[config.mk]
export PLATFORM = sky130hd
export DESIGN_NAME = note_lane_scheduler
export DESIGN_NICKNAME = d
export VERILOG_FILES = /design/src/rtl/note_lane_scheduler.sv
export SDC_FILE = /design/constraint.sdc
export NUM_CORES = 1
export LEC_CHECK = 0
export CAP_MARGIN = 15
export CORE_ASPECT_RATIO = 0.5
export CORE_UTILIZATION = 45
export DETAILED_ROUTE_END_ITERATION = 10
export GPL_TIMING_DRIVEN = 0
export PLACE_DENSITY = 0.76
export RECOVER_POWER = 50
export SETUP_SLACK_MARGIN = 0.05
export SLEW_MARGIN = 30
export SYNTH_ARGS = -nofsm -noshare
export SYNTH_HDL_FRONTEND = slang
export SYNTH_SLANG_ARGS = --single-unit
[constraint.sdc]
create_clock -name clk -period 8.1 [get_ports clk]
set_clock_uncertainty 0.05 [all_clocks]
set_input_delay 1.62 -clock clk [delete_from_list [all_inputs] [get_ports clk]]
set_output_delay 1.62 -clock clk [all_outputs]
set_load 0.01 [all_outputs]
[src/rtl/note_lane_scheduler.sv]
// Five-lane falling-note scheduler: spawns, erases, steps and redraws 4x4 notes
// by streaming one pixel per cycle to a VGA adapter.
module note_lane_scheduler #(
  parameter int LANE_X0    = 16,
  parameter int LANE_PITCH = 32,
  parameter int Y_LAST     = 116
) (
  input  logic       clk,
  input  logic       reset,
  input  logic       tick,
  input  logic [4:0] spawn,
  output logic [7:0] x,
  output logic [6:0] y,
  output logic [2:0] colour,
  output logic       plot,
  output logic [4:0] active,
  output logic       miss,
  output logic       overrun,
  output logic       busy
);

  localparam logic [2:0] IDLE       = 3'd0;
  localparam logic [2:0] SPAWN_DRAW = 3'd1;
  localparam logic [2:0] ERASE      = 3'd2;
  localparam logic [2:0] STEP       = 3'd3;
  localparam logic [2:0] DRAW       = 3'd4;
  localparam logic [2:0] NEXT       = 3'd5;

  logic [2:0] state;
  logic [2:0] lane;
  logic [3:0] cnt;
  logic [4:0] pending;
  logic       tick_pend;
  logic [6:0] ypos [5];

  logic       tick_now;
  logic [2:0] spawn_lane;
  logic [4:0] above;
  logic [4:0] clr_mask;
  logic [6:0] cur_y;
  logic [7:0] lane_x;
  logic [2:0] lane_col;

  function automatic logic [2:0] lowest(input logic [4:0] v);
    logic [2:0] r;
    r = '0;
    for (int i = 4; i >= 0; i--)
      if (v[i]) r = 3'(i);
    return r;
  endfunction

  always_comb begin
    tick_now   = tick | tick_pend;
    spawn_lane = lowest(pending);
    above      = active & (5'b11110 << lane);
    cur_y      = ypos[lane];
    lane_x     = 8'(LANE_X0 + LANE_PITCH * int'(lane));
    case (lane)
      3'd0:    lane_col = 3'b010;
      3'd1:    lane_col = 3'b100;
      3'd2:    lane_col = 3'b110;
      3'd3:    lane_col = 3'b001;
      3'd4:    lane_col = 3'b101;
      default: lane_col = 3'b000;
    endcase
    // A spawn request is consumed only when IDLE actually services it.
    clr_mask = '0;
    if (state == IDLE && !tick_now && |pending)
      clr_mask = 5'b00001 << spawn_lane;
  end

  assign busy = (state != IDLE);

  always_ff @(posedge clk or posedge reset) begin
    if (reset) begin
      state     <= IDLE;
      lane      <= '0;
      cnt       <= '0;
      pending   <= '0;
      tick_pend <= 1'b0;
      active    <= '0;
      for (int i = 0; i < 5; i++) ypos[i] <= '0;
      x         <= '0;
      y         <= '0;
      colour    <= '0;
      plot      <= 1'b0;
      miss      <= 1'b0;
      overrun   <= 1'b0;
    end else begin
      plot    <= 1'b0;
      miss    <= 1'b0;
      overrun <= 1'b0;
      pending <= (pending & ~clr_mask) | spawn;

      // IDLE always absorbs the tick; while busy at most one tick can wait.
      if (state == IDLE)
        tick_pend <= 1'b0;
      else if (tick) begin
        if (tick_pend) overrun <= 1'b1;
        else           tick_pend <= 1'b1;
      end

      case (state)
        IDLE: begin
          if (tick_now) begin
            if (|active) begin
              lane  <= lowest(active);
              state <= ERASE;
            end
          end else if (|pending) begin
            lane <= spawn_lane;
            if (!active[spawn_lane]) begin
              active[spawn_lane] <= 1'b1;
              ypos[spawn_lane]   <= '0;
              state              <= SPAWN_DRAW;
            end
          end
        end
        SPAWN_DRAW, ERASE, DRAW: begin
          plot   <= 1'b1;
          x      <= lane_x + 8'(cnt[1:0]);
          y      <= cur_y + 7'(cnt[3:2]);
          colour <= (state == ERASE) ? 3'b000 : lane_col;
          cnt    <= cnt + 4'd1;
          if (cnt == 4'd15) begin
            cnt <= '0;
            case (state)
              SPAWN_DRAW: state <= IDLE;
              ERASE:      state <= STEP;
              default:    state <= NEXT;
            endcase
          end
        end
        STEP: begin
          if (cur_y == 7'(Y_LAST)) begin
            active[lane] <= 1'b0;
            miss         <= 1'b1;
            state        <= NEXT;
          end else begin
            ypos[lane] <= cur_y + 7'd1;
            state      <= DRAW;
          end
        end
        NEXT: begin
          if (|above) begin
            lane  <= lowest(above);
            state <= ERASE;
          end else
            state <= IDLE;
        end
        default: state <= IDLE;
      endcase
    end
  end

endmodule

==> key figures <==
Timing
  – Tcrit/Tclk final: 0.585
  – Worst rel slew slack: -0.380
  – Min Clock Period, post-route: 4.74 ns
  – Tightest Pin Transition: 2.07 ns
  – Setup ws final: 3.36 ns
  – Fin Setup TNS: 0 ns
  – Max Clk Rate: 211 MHz
  – Slew Viols, Final: 78
  – RSZ-0062 raised after global routing: false
  – Hold Fails Final Rpt: 0
  – Final setup viols: 0

Route
  – Antenna-violating nets left: 0
  – Pre-Repair DR Iteration Count: 4
  – DRT Wirelength: ~9900 um
  – Via count: roughly 3300
  – DR iter-0 viols: 190
  – Wire length per cell: 17.6 um
  – DRC Markers: 0
  – DR vias/cell: ~6

Power and ir drop
  – Pwr dens: 361 mW/mm^2
  – Total chip power: between 1.5 and 2 mW
  – IR drop worst, VDD: 0.225 mV
  – P_leak: 1.98 nW

Floorplanning
  – Core Box Area: 0.00835 mm^2
  – Die ar.: between 0.009 and 0.01 mm^2
  – DIE WIDTH: between 100 and 150 um
  – Starting Density: 0.483
  – Row cnt: 23
  – Die Y: 68.9 um
  – IO Pins: 35

GRT
  – Antenna violations before repair: 0
  – Gr usage total: 0.230
  – Gr ovfl total: 0
  – Pin count of the biggest net entering global routing: 39
  – Vias in the first global route: 3056
  – Global-route wire length before repair: 15900 um

Logic synthesis
  – Compound-Gate Fraction of Synth Area: 0.228
  – Post-synth EDFFs: 0
  – Avg Cell Area, Syn: 9.98 um^2
  – Largest family of logic cells by synthesized area: compound AO/OA/AOI/OAI gates
  – Post-Synth Adder-Cell Area: 0.0205
  – Mux share of post-synthesis cell area: 0.0456
  – Post-Syn Instances: 404
  – Synth Area in XOR/XNOR: 0.0261
  – Post-synthesis async set-or-reset flop share: 1.00
  – Simple-gate portion of the synthesized area: 0.163
  – Synthesized flop and latch total: 75
  – Register area share after synthesis: 0.465
  – Netlist Area Pre-Place: 0.00403 mm^2
  – Top FF cell, synth: dfrtp_1
  – Number of warning messages in the yosys log: 0
  – Netlist cell types: 63

Worst setup path
  – Critical Path Source: reset
  – Crit path kind: in2async
  – Setup crit end kind: asynchronous set/reset pin
  – Crit path max fanout: 38
  – Worst EP required: 8.08 ns
  – WP data arrival: between 4 and 5 ns
  – Worst R2R Start: lane[1]
  – CP Launch Type: primary input

Clocking
  – Cts repair resizes: 0
  – CTS buffer count: 9
  – CTS max path bufs: 2
  – Root Buffer: clkbuf_16
  – Clock Latency Late Sink: roughly 0.34 ns
  – H-tree levels: 3
  – Post-CTS Hold Fix Bufs: 0
  – Clock net sink count: 75
  – Post-CTS Setup Bufs: 0
  – CTS tree: yes
  – Clock Pin Slew Worst Setup and Hold Paths: 0.06 ns

Hold path
  – Hold Path Class: reg2reg
  – Worst hold start: x[0]

Cells and area
  – Antenna Cells: 0
  – Nets: about 460
  – FF+latch area: roughly 0.0019 mm^2
  – Area of the multi-input gates: 0.00195 mm^2
  – Area grow syn2layout: 19.1%
  – FILL cells: 728
  – Layout cells sized above 1: 0.0929
  – Final instance area: 0.00480 mm^2
  – Core Util, Final: 0.576

Run
  – Max cap viols: 2

Placement
  – Placer Congestion: 0.925
  – Number of I/O port buffers: 32
  – Pre-CTS setup slack: 4.27 ns
  – DP HPWL: between 7000 and 8000 um
  – Placed Area: 0.00452 mm^2

Status
  – Status: finished with violations
  – Violated checks: max-capacitance violations, max-slew violations
[state kept, by name (all words and copies together), names as in the netlist, 3 cells and up]
| name | flops |
|---|---|
| active | 5 |
| cnt | 4 |
| colour | 3 |
| lane | 3 |
| pending | 5 |
| state | 3 |
| x | 6 |
| y | 7 |
| ypos | 35 |
[worst max-delay path: stages]
cell and delay [ns]:
dlygate4sd3_1 0.55, clkinvlp_2 0.97, clkbuf_1 1.55
[report_power, final]
part           total (mW)  switching, mW  internal (mW)
logic               0.792          0.470          0.322
registers           0.538         0.0664          0.472
clock network       0.405          0.146          0.260
[worst paths after layout]
| kind | to | slack [ns] | cells past startpoint |
|---|---|---|---|
| max in group clk | lane[2] | 4.49 | 6 |
| worst max-delay path | pending[4] | 3.36 | 3 |
| worst max register to register | ypos[19] | 4.76 | 14 |
| min in group asynchronous | y[4] | 2.10 | 2 |
| worst min-delay path | x[0] | 0.42 | 2 |
| worst min register to register | x[0] | 0.42 | 2 |
[logic make-up (layout without fill, tap and decap cells)]
logic type	Yosys count	count (layout)
simple gates	127	127
compound gates	124	124
flops	75	75
buf+inv	41	88
mux	18	18
xor+xnor	12	12
fa+ha+maj	6	6
other cells	1	2
[synthesized netlist by cell type (all sizes together) (2+ instances only)]
cell / count / area [um^2]
nor2b: 4 / 25.0
o31ai: 2 / 15.0
xnor2: 9 / 78.8
o21ai: 22 / 110
nor3: 12 / 70.1
o22ai: 5 / 31.3
and3: 5 / 31.3
a21o: 6 / 45.0
clkbuf: 11 / 41.3
xor2: 3 / 26.3
nand3b: 4 / 30.0
or4: 2 / 15.0
nand2: 35 / 139
a211oi: 2 / 15.0
o211ai: 6 / 73.8
or3: 3 / 18.8
dfrtp: 75 / 1880
mux2: 3 / 33.8
nand3: 7 / 35.0
o2bb2ai: 8 / 70.1
buf: 12 / 96.3
a22o: 30 / 263
a22oi: 6 / 45.0
a31oi: 3 / 18.8
nor4: 5 / 31.3
mux2i: 15 / 150
ha: 5 / 62.6
nor2: 33 / 126
a21oi: 22 / 110
inv: 17 / 63.8
nand2b: 6 / 37.5
o32ai: 3 / 33.8
nor4b: 3 / 32.5
nor3b: 2 / 15.0
[cell type report]
| cell class | instances | area share |
|---|---|---|
| Multi-Input combinational cell | 289 | 0.407 |
| Sequential cell | 75 | 0.391 |
| Timing Repair Buffer | 33 | 0.0675 |
| Clock buffer | 12 | 0.0555 |
| Tap cell | 112 | 0.0292 |
| Buffer | 23 | 0.0287 |
| Inverter | 18 | 0.0146 |
| Clock inverter | 2 | 0.00729 |
[layer usage]
| metal | global-route usage | wire length [um] | vias up |
|---|---|---|---|
| li1 | - | - | 1570 |
| met1 | 0.310 | 4800 | 1633 |
| met2 | 0.344 | 4270 | 114 |
| met3 | 0.0921 | 768 | 9 |
| met4 | 0.0569 | 96 | 0 |
| met5 | 0 | 0 | - |
[stage by stage]
stage,std cells,hold slack (ns)
after floorplan,405,0.399
after global placement,549,0.400
after detailed placement,550,0.401
after CTS,564,0.422
after global routing,564,0.454
final,564,0.417
[placed cells by master (no fill, tap or decap), drive strengths merged, types with 3 or more instances in the layout]
master	netlist	routed
nand3	7	7
xnor2	9	9
a21oi	22	22
mux2i	15	15
or3	3	3
o21ai	22	22
a31oi	3	3
a22o	30	30
dfrtp	75	75
nand2b	6	6
o211ai	6	6
nor4	5	5
clkdlybuf4s50	0	30
nor3	12	12
o2bb2ai	8	8
nand3b	4	4
clkbuf	11	24
xor2	3	3
ha	5	5
nand2	35	35
nor2b	4	4
o22ai	5	5
a22oi	6	6
and3	5	5
buf	12	12
nor4b	3	3
a21o	6	6
inv	17	16
mux2	3	3
o32ai	3	3
nor2	33	33
Power figures use the tool's default switching activity.
